<file path="src/rtl/power2round_stream.sv">
// Streaming Dilithium Power2Round: splits each t coefficient into t1 and packed t0,
// counting beats against k_num*256 and pulsing done after the final output.
module power2round_stream #(
  parameter int K_MAX = 8,
  parameter int Q     = 8380417,
  parameter int D     = 13
) (
  input  logic        clk,
  input  logic        rst,
  input  logic        start,
  input  logic [3:0]  k_num,
  input  logic        t_valid,
  input  logic [22:0] t_data,
  output logic        t1_valid,
  output logic [9:0]  t1_data,
  output logic [12:0] t0_pack,
  output logic [2:0]  out_poly,
  output logic [7:0]  out_coef,
  output logic        busy,
  output logic        done,
  output logic        err
);

  typedef enum logic [1:0] {
    S_IDLE,
    S_RUN,
    S_DRAIN,
    S_DONE
  } state_e;

  localparam logic [23:0] RND  = 24'((1 << (D - 1)) - 1);
  localparam logic [23:0] HALF = 24'(1 << (D - 1));

  state_e      state_q, state_d;
  logic [11:0] target_q, target_d;
  logic [11:0] cnt_q, cnt_d;
  logic        err_q, err_d;
  logic        accept, flush, k_ok;

  logic        s1_v_q;
  logic [22:0] s1_t_q;
  logic [23:0] s1_sum_q;
  logic [10:0] s1_idx_q;

  logic        s2_v_q;
  logic [9:0]  s2_t1_q;
  logic [12:0] s2_t0_q;
  logic [10:0] s2_idx_q;

  assign k_ok = (k_num != 4'd0) && (32'(k_num) <= K_MAX);

  always_comb begin
    state_d  = state_q;
    target_d = target_q;
    cnt_d    = cnt_q;
    err_d    = err_q;
    accept   = 1'b0;
    flush    = 1'b0;
    if (start) begin
      // Any start restarts from scratch; a beat in this cycle is dropped.
      flush = 1'b1;
      cnt_d = '0;
      if (k_ok) begin
        state_d  = S_RUN;
        target_d = {k_num, 8'd0};
        err_d    = 1'b0;
      end else begin
        state_d = S_IDLE;
        err_d   = 1'b1;
      end
    end else begin
      unique case (state_q)
        S_IDLE: begin
          if (t_valid) err_d = 1'b1;
        end
        S_RUN: begin
          if (t_valid) begin
            accept = 1'b1;
            cnt_d  = cnt_q + 12'd1;
            if (32'(t_data) >= Q) err_d = 1'b1;
            if (cnt_q == target_q - 12'd1) state_d = S_DRAIN;
          end
        end
        S_DRAIN: begin
          if (t_valid) err_d = 1'b1;
          if (!s1_v_q) state_d = S_DONE;
        end
        S_DONE: begin
          if (t_valid) err_d = 1'b1;
          state_d = S_IDLE;
        end
        default: state_d = S_IDLE;
      endcase
    end
  end

  always_ff @(posedge clk or posedge rst) begin
    if (rst) begin
      state_q  <= S_IDLE;
      target_q <= '0;
      cnt_q    <= '0;
      err_q    <= 1'b0;
    end else begin
      state_q  <= state_d;
      target_q <= target_d;
      cnt_q    <= cnt_d;
      err_q    <= err_d;
    end
  end

  always_ff @(posedge clk or posedge rst) begin
    if (rst) begin
      s1_v_q   <= 1'b0;
      s1_t_q   <= '0;
      s1_sum_q <= '0;
      s1_idx_q <= '0;
    end else begin
      s1_v_q <= accept;
      if (accept) begin
        s1_t_q   <= t_data;
        s1_sum_q <= {1'b0, t_data} + RND;
        s1_idx_q <= cnt_q[10:0];
      end
    end
  end

  // t0_pack = 2^(D-1) - (t - t1*2^D), reduced to D bits.
  always_ff @(posedge clk or posedge rst) begin
    if (rst) begin
      s2_v_q   <= 1'b0;
      s2_t1_q  <= '0;
      s2_t0_q  <= '0;
      s2_idx_q <= '0;
    end else begin
      s2_v_q <= s1_v_q & ~flush;
      if (s1_v_q && !flush) begin
        s2_t1_q  <= 10'(s1_sum_q >> D);
        s2_t0_q  <= 13'(HALF - ({1'b0, s1_t_q} - ((s1_sum_q >> D) << D)));
        s2_idx_q <= s1_idx_q;
      end
    end
  end

  assign t1_valid = s2_v_q;
  assign t1_data  = s2_t1_q;
  assign t0_pack  = s2_t0_q;
  assign out_poly = s2_idx_q[10:8];
  assign out_coef = s2_idx_q[7:0];
  assign busy     = (state_q == S_RUN) || (state_q == S_DRAIN);
  assign done     = (state_q == S_DONE);
  assign err      = err_q;

endmodule

</file>
<file path="config.mk">
export PLATFORM = sky130hd
export DESIGN_NAME = power2round_stream
export DESIGN_NICKNAME = d
export VERILOG_FILES = /design/src/rtl/power2round_stream.sv
export SDC_FILE = /design/constraint.sdc
export NUM_CORES = 1
export LEC_CHECK = 0
export BUFFER_PORTS_ARGS = -buffer_cell sky130_fd_sc_hd__buf_2
export CELL_PAD_IN_SITES_DETAIL_PLACEMENT = 0
export CELL_PAD_IN_SITES_GLOBAL_PLACEMENT = 1
export CORE_MARGIN = 10
export CORE_UTILIZATION = 29
export DETAILED_ROUTE_END_ITERATION = 7
export PLACE_DENSITY_LB_ADDON = 0.05
export SLEW_MARGIN = 20
export SYNTH_ARGS = -nofsm -noshare
export SYNTH_HDL_FRONTEND = slang
export SYNTH_SLANG_ARGS = --single-unit
</file>
<file path="constraint.sdc">
create_clock -name clk -period 4.65 [get_ports clk]
set_clock_uncertainty 0.2 [all_clocks]
set_input_delay 0.2325 -clock clk [delete_from_list [all_inputs] [get_ports clk]]
set_output_delay 0.2325 -clock clk [all_outputs]
set_load 0.01 [all_outputs]
</file>
==> results.md <==
* Top cells by count, synth: 101 x nand2_1, 89 x dfrtp_1, 26 x mux2_2, 23 x xor2_1, 21 x o21ai_0
* IO Pins at 69
* Startpoint type of the worst setup path: register
* WL/cell at 14.5 um
* Die width at 138 um
* Tot GR Track Use at 0.108
* Vias in the first global route at 3104
* Synth Cell Area at 4030 sq um
* # H-tree levels at 3
* Root Driver: clkbuf_16
* Layout Area Growth over Synthesis at 24.8%
* Max cap viols at 0
* Net Sw Frac at 0.322
* Initial Utilization at 0.293
* FF+latch count, synth at 89
* Max_slew headroom at 0.423
* CTS tree: yes
* Final Hold Fails at 0
* Reg power frac at 0.457
* Clock Latency Late Sink at about 0.34 ns
* Worst slew pin tran at 0.866 ns
* Final setup vio count at 0
* Top post-synthesis cells by area: dfrtp_1 55%, nand2_1 9.4%, mux2_2 7.3%
* Worst VDD drop at 0.147 mV
* Max Buffers Root-to-Sink at 2
* Pwr dens at just over 500 nW/um^2
* Mean post-synth cell area at just over 10 sq um
* Routed WL at 9620 um
* Synthesized Nets at 429
* Critical path class: register to register
* Die height at 138 um
* Asr flop ratio synth at 1.00
* Setup TNS at 0 ns
* Crit. End Element: register
* Post-route ant nets at 0
* Final Non-Filler Cells at 661
* Final slew viol count at 0
* Residual DRC at 0
* Core Region at 13800 sq um
* GP Congestion at around 0.72
* Final period util at 0.498
* Vias per cell at approximately 4.4
* Placed cell count at 628
* Half-perimeter wire length after placement at just under 7000 um
* P_int at ~0.0017 W
* Most common cell in the netlist: nand2_1
* Share of cells above drive strength 1 at 0.252
* Min Tclk post-route at 2.32 ns
* Yosys cell types at 39
* Comb pwr share at 0.264
* Worst endpoint data arrival time at 2.30 ns
* Largest net degree at the start of global routing at about 50
* Post-synth EDFFs at 0
* Main flop type after synthesis: dfrtp_1
* Post-DP Area at between 4000 and 5000 sq um
* Clk pwr share at 0.279
* Status: complete, no violations
* Clk pin slew, worst setup/hold paths at 0.06 ns
* Crit-path max FO at 4
* Post-synthesis sequential area ratio at 0.552
* Sw power at 0.000824 W
* Hold Path Class: input pin to register
* Clk sink count at roughly 90
* Global-route wire length before repair at 15900 um
* # diodes at 0
* Area leader, netlist: dfrtp_1
* FMAX at 0.432 GHz
* Vias at 2921
* Pleak at 2.51 nW
* Drt pass-1 iters at 4
* 1st-iter DRT viols at 160
* Synth warn at 0
* Post-CTS sizing at 0
* Layout Nets at 513
* Grt total ovfl at 0
* Post-synth top area share at 0.552
* Post-Syn Instances at just under 400
* Worst Path Required at 4.64 ns
* Cell area after layout at 5030 sq um
* Initial antenna violation count at 0
* Count of input and output buffers at 68
* RSZ-0062 raised after global routing: no
* CTS Buf Count at 9
* Placement row count at 43
* DIE AREA at 19000 sq um
==> path summary, 6_finish.rpt <==
path	start	endpoint	cells past startpoint	slack (ns)
max reg2reg	s1_t_q[0]	t0_pack[10]	7	2.33
max	s1_t_q[0]	t0_pack[10]	7	2.33
max in group asynchronous	rst	t0_pack[6]	4	2.81
min	t_valid	cnt_q[1]	3	0.01
min reg2reg	s1_idx_q[10]	s2_idx_q[10]	2	0.26
min in group asynchronous	rst	s1_t_q[7]	3	0.33
==> state kept, by name, indices dropped and copies added (netlist names) <==
register,count
cnt_q,12
err,1
s1_idx_q,11
s1_sum_q,10
s1_t_q,13
s1_v_q,1
s2_idx_q,11
state_q,2
t0_pack,13
t1_data,10
t1_valid,1
target_q,4
==> per-layer routing <==
metal	GRT usage	routed length (um)	up-vias
met5	0	0	-
met4	0.0527	232	0
met3	0.0254	416	17
met2	0.177	4630	46
met1	0.130	4340	1380
li1	-	-	1478
==> stage by stage <==
stage                     worst slack, ns  hold WS (ns)  total power (W)   util
after floorplan                      1.91         0.183          0.00161      -
after global placement               2.16         0.173          0.00186  0.331
after detailed placement             2.09         0.177          0.00187  0.331
after CTS                            2.27        0.0119          0.00261  0.365
after global routing                 2.18        0.0322          0.00276  0.365
final                                2.33        0.0119          0.00255  0.365
==> power by group through the flow <==
stage	Clock [W]	Combinational (W)	Sequential, W
3_3_place_gp	0	0.000685	0.00118
2_1_floorplan	0	0.000415	0.00119
5_1_grt	0.000770	0.000782	0.00121
4_1_cts	0.000743	0.000697	0.00117
3_5_place_dp	0	0.000682	0.00119
6_report	0.000714	0.000674	0.00117
==> cell usage in the layout (no fill, tap or decap), drive strengths merged <==
| master | netlist | routed |
|---|---|---|
| a211o | 1 | 1 |
| a211oi | 1 | 1 |
| a21oi | 5 | 5 |
| a221oi | 1 | 1 |
| a31o | 1 | 1 |
| a31oi | 2 | 2 |
| and3 | 5 | 5 |
| and4 | 6 | 6 |
| buf | 4 | 71 |
| clkbuf | 11 | 15 |
| clkinv | 1 | 2 |
| clkinvlp | 0 | 1 |
| dfrtp | 89 | 89 |
| dlygate4sd3 | 0 | 17 |
| ha | 6 | 6 |
| inv | 12 | 11 |
| mux2 | 26 | 26 |
| nand2 | 101 | 101 |
| nand2b | 4 | 4 |
| nand3 | 14 | 14 |
| nand3b | 1 | 1 |
| nand4 | 4 | 4 |
| nor2 | 19 | 19 |
| nor2b | 1 | 1 |
| nor3 | 4 | 4 |
| nor3b | 1 | 1 |
| nor4 | 6 | 6 |
| o2111ai | 1 | 1 |
| o21ai | 23 | 23 |
| o31a | 1 | 1 |
| o31ai | 2 | 2 |
| or3b | 1 | 1 |
| or4 | 2 | 2 |
| xnor2 | 13 | 13 |
| xor2 | 23 | 23 |
==> worst max-delay path, cell delays in order (launching register included) <==
cell	delay, ns
dfrtp_1	0.40
inv_1	0.09
ha_1	0.18
or3b_4	0.41
or4_4	0.47
nor4_2	0.18
xor2_1	0.16
o21ai_0	0.08
==> area by class of cell <==
class / instances / area [sq um]
Tap cell: 180 / 225
Multi-Input combinational cell: 275 / 1700
Inverter: 13 / 50.0
Fill cell: 1473 / 8740
Timing Repair Buffer: 88 / 533
Clock buffer: 15 / 288
Clock inverter: 1 / 7.51
Sequential cell: 89 / 2230
==> logic make-up after synthesis <==
family / Yosys count / synth area share
AOI/OAI and AO/OA: 38 / 0.0552
xor gates and xnor gates: 36 / 0.0782
adders and majority gates: 6 / 0.0186
buffers and inverters: 28 / 0.0267
DFF: 89 / 0.552
muxes: 26 / 0.0726
and+or+nand+nor: 169 / 0.196
==> timing repair <==
action,in CTS,in global routing
hold buffers,17,0
buffers inserted,0,0
endpoints found under the hold margin,55,0
No activity file was read; power rests on OpenSTA's default activity.
